**config.mk**
```make
export PLATFORM = sky130hd
export DESIGN_NAME = seq_divider
export DESIGN_NICKNAME = d
export VERILOG_FILES = /design/src/rtl/seq_divider.sv
export SDC_FILE = /design/constraint.sdc
export NUM_CORES = 1
export LEC_CHECK = 0
export CAP_MARGIN = 20
export CORE_UTILIZATION = 59
export DETAILED_ROUTE_END_ITERATION = 10
export GPL_ROUTABILITY_DRIVEN = 0
export GPL_TIMING_DRIVEN = 0
export PLACE_DENSITY = 0.95
export SLEW_MARGIN = 20
export SYNTH_ARGS = -nofsm -noshare
export SYNTH_HDL_FRONTEND = slang
export SYNTH_SLANG_ARGS = --single-unit
```
**constraint.sdc**
```tcl
create_clock -name clk -period 5.65 [get_ports clk]
set_input_delay 1.13 -clock clk [delete_from_list [all_inputs] [get_ports clk]]
set_output_delay 1.13 -clock clk [all_outputs]
set_load 0.01 [all_outputs]
```
**src/rtl/seq_divider.sv**
```systemverilog
// Iterative restoring unsigned divider: one quotient bit per clock, WIDTH+1 edges from start to done.
// Divide-by-zero finishes right away with all-ones quotient and the dividend as remainder.
module seq_divider #(
  parameter int WIDTH = 32,
  parameter int CNT_W = 6
) (
  input  logic             clk,
  input  logic             rst,
  input  logic             start,
  input  logic [WIDTH-1:0] dividend,
  input  logic [WIDTH-1:0] divisor,
  output logic             busy,
  output logic             done,
  output logic [WIDTH-1:0] quotient,
  output logic [WIDTH-1:0] remainder,
  output logic             div_by_zero
);

  localparam logic [1:0] S_IDLE = 2'd0;
  localparam logic [1:0] S_RUN  = 2'd1;
  localparam logic [1:0] S_DONE = 2'd2;

  logic [1:0]       state;
  logic [CNT_W-1:0] cnt;
  logic [WIDTH-1:0] d_reg;
  logic [WIDTH-1:0] q_reg;
  logic [WIDTH:0]   r_reg;

  logic             accept;
  logic [WIDTH:0]   trial;
  logic [WIDTH:0]   diff;
  logic             ge;
  logic [WIDTH-1:0] q_next;
  logic [WIDTH:0]   r_next;

  assign busy   = (state == S_RUN);
  assign done   = (state == S_DONE);
  assign accept = start && (state != S_RUN);

  // Compare is one bit wider than the operands so a divisor with its MSB set cannot lose the carry.
  assign trial  = {r_reg[WIDTH-1:0], q_reg[WIDTH-1]};
  assign diff   = trial - {1'b0, d_reg};
  assign ge     = (trial >= {1'b0, d_reg});
  assign q_next = {q_reg[WIDTH-2:0], ge};
  assign r_next = ge ? diff : trial;

  always_ff @(posedge clk or negedge rst) begin
    if (!rst) begin
      state       <= S_IDLE;
      cnt         <= '0;
      d_reg       <= '0;
      q_reg       <= '0;
      r_reg       <= '0;
      quotient    <= '0;
      remainder   <= '0;
      div_by_zero <= 1'b0;
    end else begin
      case (state)
        S_RUN: begin
          q_reg <= q_next;
          r_reg <= r_next;
          if (cnt == '0) begin
            state       <= S_DONE;
            quotient    <= q_next;
            remainder   <= r_next[WIDTH-1:0];
            div_by_zero <= 1'b0;
          end else begin
            cnt <= cnt - 1'b1;
          end
        end
        default: begin
          // IDLE and DONE both accept a new start; DONE otherwise falls back to IDLE.
          if (accept) begin
            d_reg <= divisor;
            q_reg <= dividend;
            r_reg <= '0;
            cnt   <= CNT_W'(WIDTH - 1);
            if (divisor == '0) begin
              state       <= S_DONE;
              quotient    <= '1;
              remainder   <= dividend;
              div_by_zero <= 1'b1;
            end else begin
              state <= S_RUN;
            end
          end else begin
            state <= S_IDLE;
          end
        end
      endcase
    end
  end

endmodule
```
==> results.env <==
OUTCOME='finished clean'
TOTAL_POWER_mW=6.80
FILLERINSTANCES=857
MET3_WL_MM=2.85
COREAREA_MM2=0.0146
GLOBAL_ROUTE.OVERFLOW_TOTAL=0
CLKSLEWWORSTSETUPHOLDPATHS_NS=0.06
IOS=134
DRIVE_GT1_SHARE_PCT=8.17
CHIPWIDTH_UM=124
POWER_DENSITY_mW_PER_MM2=617
DP_WIRELENGTH_MM=18.3
CTS_MADE_BUFFERS=17
DRT_PRE_ANTENNA_ITERS=6
CTS_MAX_LEVEL=4
POST_SYNTHESIS_ADDER_CELL_AREA_FRACTION_PCT=4.89
FINAL.SETUP_SKEW_NS=0.00728
CTS-ROOT-BUF='clkbuf_16'
P_INT_mW=3.71
ANTENNA_VIOLATIONS_BEFORE_REPAIR=0
COUNT_OF_ENDPOINTS_FAILING_SETUP_IN_THE_FINAL_REPORT=0
WORST_SLEW_PIN_SLEW_NS=1.22
SYNTH_CELLS=887
P_CLK_SHARE_PCT=16.2
FINALMAXSLEWVIOLATIONS=0
NETS=1141
POST_CTS_BUFFERS=0
IO_BUFFERS=132
TRITONCTS='built'
SYNTH_COMPOUND_AREA_SHARE_PCT=21.3
GRT_UTIL_ALL_LAYERS_PCT=34.5
SYNTH_CELL_TYPES=63
NUMBER_OF_ROWS_CREATED_AT_FLOORPLAN=44
INITIAL_CORE_UTIL_PCT=60.7
P_LEAK_nW=4.83
DRT_ITER0_MARKERS=1302
HOLD_VIOLATIONS=0
YOSYS_REGISTER_BITS=169
POSTSYNTHNETCOUNT=988
MAPPEDNETLISTAREA_MM2=0.00885
CLOCK_SINK_COUNT=169
CAP_VIOLATIONS=0
GRT_MAX_DEGREE=85
SYNTH_XOR_XNOR_AREA_SHARE_PCT=3.07
CRITPATHLAUNCHTYPE='input pin'
MET2WIRELENGTH_MM=11.9
TIMING_WORST_SETUP_PATH_TYPE='input pin to flip-flop'
AVGVIACOUNTPERCELL=6.61
DETAIL_ROUTE.WIRELENGTH.MET1_MM=9.98
DRC_ERRORS=0
SWITCHING_POWER_mW=3.09
ROUTE.ANTENNA.REMAINING_NETS=0
TOPROUTINGLAYERUSED='met4'
FMAXACHIEVABLE_GHz=0.253
CLK_LATENCY_NS=0.44
FINALCOREUTILIZATION_PCT=75.5
MIN_PATH_TYPE='flip-flop to flip-flop'
WORST_HOLD_SLACK_NS=0.463
POST-ROUTE-MIN-PERIOD_NS=3.95
SYNTH_MUX_AREA_SHARE_PCT=7.69
POWER.SHARE.SWITCHING_PCT=45.4
CLOCK_PATH_BUFFERS=2
CRIT_PATH_END_KIND='flip-flop'
FINALCRITPERIODSHARE_PCT=69.9
WORST-ENDPOINT-REQUIRED_NS=5.95
SYNTH_ENABLE_FLOP_CELLS=0
DPL-INSTANCE-AREA_MM2=0.0105
TIMING.SETUP.TNS_NS=0
DIE_HEIGHT_UM=124
FIRST_GLOBAL_VIAS=8083
AREA_GROWTH_PCT=24.4
YOSYS_MOST_USED_DFF='dfrtp_1'
WL_PER_CELL_UM=21.0
DR_TOTAL_VIAS=8175
SYNTHESIS.AREA_PER_INSTANCE_UM2=9.98
SYNTH-SEQ-AREA-SHARE_PCT=47.8
SYNTH_TOP_FAMILY_BY_AREA='compound AO/OA/AOI/OAI gates'
WIRE_LENGTH_OF_THE_FIRST_GLOBAL_ROUTING_PASS_MM=42.0
RSZ0062_AT_GRT='false'
SYNTH-ASYNC-RESET-RATIO_PCT=100
DESIGN.DIE.AREA_MM2=0.0155
POST_CTS_RESIZED=0
MAX_FANOUT_ON_CRITICAL_PATH=10
R2R_SLACK_NS=2.20
YOSYSWARNINGS=0
IRDROPWORSTVDD_mV=0.362
MAXSLEWHEADROOM_PCT=18.3
WL_MM=26.0
NUMBER_OF_ANTENNA_DIODES=0
SYNTH_SIMPLE_GATE_AREA_SHARE_PCT=10.4
SHARE_SEQ_OF_TOTAL_POWER_PCT=29.9
CTS_HOLD_BUF=0
FINAL_CELL_AREA_MM2=0.0110
PWR-SHARE-COMB_PCT=53.9
CP.ARRIVAL_NS=4.24
[kinds of logic after synthesis]
family          count (synthesis)
buf+inv                       109
compound gates                272
simple gates                  208
xor+xnor                       31
mux                            64
fa+ha+maj                      34
flops                         169
[worst max-delay path: stages]
cell and delay (ns):
clkdlybuf4s50_1 0.43, nor4_1 0.34, nand2_1 0.12, nor4_1 0.36, nor2_1 0.11, nor2_1 0.24
nand2_1 0.15, inv_1 0.14, clkbuf_1 0.56, clkbuf_1 0.49, a31oi_1 0.17
[path summary, 6_finish.rpt]
kind / start / end / cells after the start
max reg2reg: q_reg[31] / remainder[28] / 13
min reg2reg: cnt[0] / cnt[0] / 1
max in group asynchronous: rst / d_reg[21] / 3
min: cnt[0] / cnt[0] / 1
max: divisor[26] / remainder[4] / 11
min in group asynchronous: rst / quotient[12] / 1
[cell usage in the layout (no fill, tap or decap), types with 4 or more instances in the layout]
| master | count |
|---|---|
| clkbuf_1 | 44 |
| inv_1 | 54 |
| clkbuf_16 | 17 |
| nor4_1 | 12 |
| clkinv_2 | 4 |
| nand2_1 | 89 |
| mux2i_1 | 32 |
| o21bai_1 | 6 |
| a21oi_1 | 64 |
| and2_1 | 4 |
| nor3_1 | 7 |
| a222oi_1 | 6 |
| buf_1 | 4 |
| inv_6 | 6 |
| o21ai_0 | 62 |
| xnor2_1 | 20 |
| nand3_1 | 15 |
| nand4_1 | 12 |
| a21o_1 | 13 |
| a221o_1 | 10 |
| clkdlybuf4s50_1 | 131 |
| a31oi_1 | 10 |
| dfrtp_1 | 169 |
| nor2_1 | 58 |
| o22a_1 | 28 |
| ha_1 | 33 |
| mux2_2 | 32 |
| buf_2 | 5 |
| a22oi_1 | 30 |
| xor2_1 | 11 |
| a22o_1 | 9 |
[layer usage]
metal	up-vias	track usage [%]
met3	122	8.12
met5	-	0
met4	0	19.0
li1	3528	-
met2	607	52.7
met1	3918	45.3
[final cells by class]
type | instances | area (um^2) | share of cell area [%]
buffer | 54 | 224 | 2.03
inverter | 55 | 206 | 1.88
multi-input combinational | 609 | 4190 | 38.1
timing repair buffer | 134 | 1380 | 12.5
tap | 184 | 230 | 2.09
sequential | 169 | 4230 | 38.4
clock buffer | 20 | 457 | 4.15
clock inverter | 12 | 88.8 | 0.807
[synthesized netlist by cell type (2+ instances only)]
cell,instances,area (um^2)
clkbuf_1,43,161
nand2b_1,2,12.5
and2_1,4,25.0
a21o_1,13,97.6
a221o_1,10,100
a221oi_1,2,17.5
buf_1,4,15.0
xor2_1,11,96.3
nor2_1,58,218
nor4_1,12,75.1
mux2i_1,32,320
o211ai_1,2,15.0
a21boi_0,2,15.0
dfrtp_1,169,4230
o41ai_2,2,32.5
ha_1,33,413
nand2_1,89,334
a22oi_1,30,225
nand4_1,12,75.1
a211oi_1,3,22.5
xnor2_1,20,175
a21oi_1,64,320
mux2_2,32,360
nor2b_1,2,12.5
o21bai_1,6,45.0
inv_1,54,203
a222oi_1,6,60.1
a22o_1,9,78.8
a31oi_1,10,62.6
o21ai_0,62,310
nor3_1,7,35.0
a211o_1,2,17.5
nand3_1,15,75.1
a41oi_1,2,17.5
buf_2,5,25.0
o31a_1,2,17.5
buf_6,2,22.5
and3_1,2,12.5
o22a_1,28,245
[power groups by stage]
stage | clock network [mW] | logic [mW] | registers (mW)
2_1_floorplan | 0 | 2.38 | 1.96
3_3_place_gp | 0 | 3.29 | 1.99
3_5_place_dp | 0 | 3.44 | 2.02
4_1_cts | 1.10 | 3.53 | 2.01
5_1_grt | 1.15 | 3.93 | 2.07
6_report | 1.10 | 3.66 | 2.03
[per-stage QoR]
stage / cells / setup slack (ns)
6_report: 1237 / 1.70
5_1_grt: 1237 / 1.51
4_1_cts: 1237 / 1.78
3_5_place_dp: 1205 / 1.40
3_3_place_gp: 1203 / -3.14
2_1_floorplan: 887 / 2.75
No activity file was read; power rests on OpenSTA's default activity.
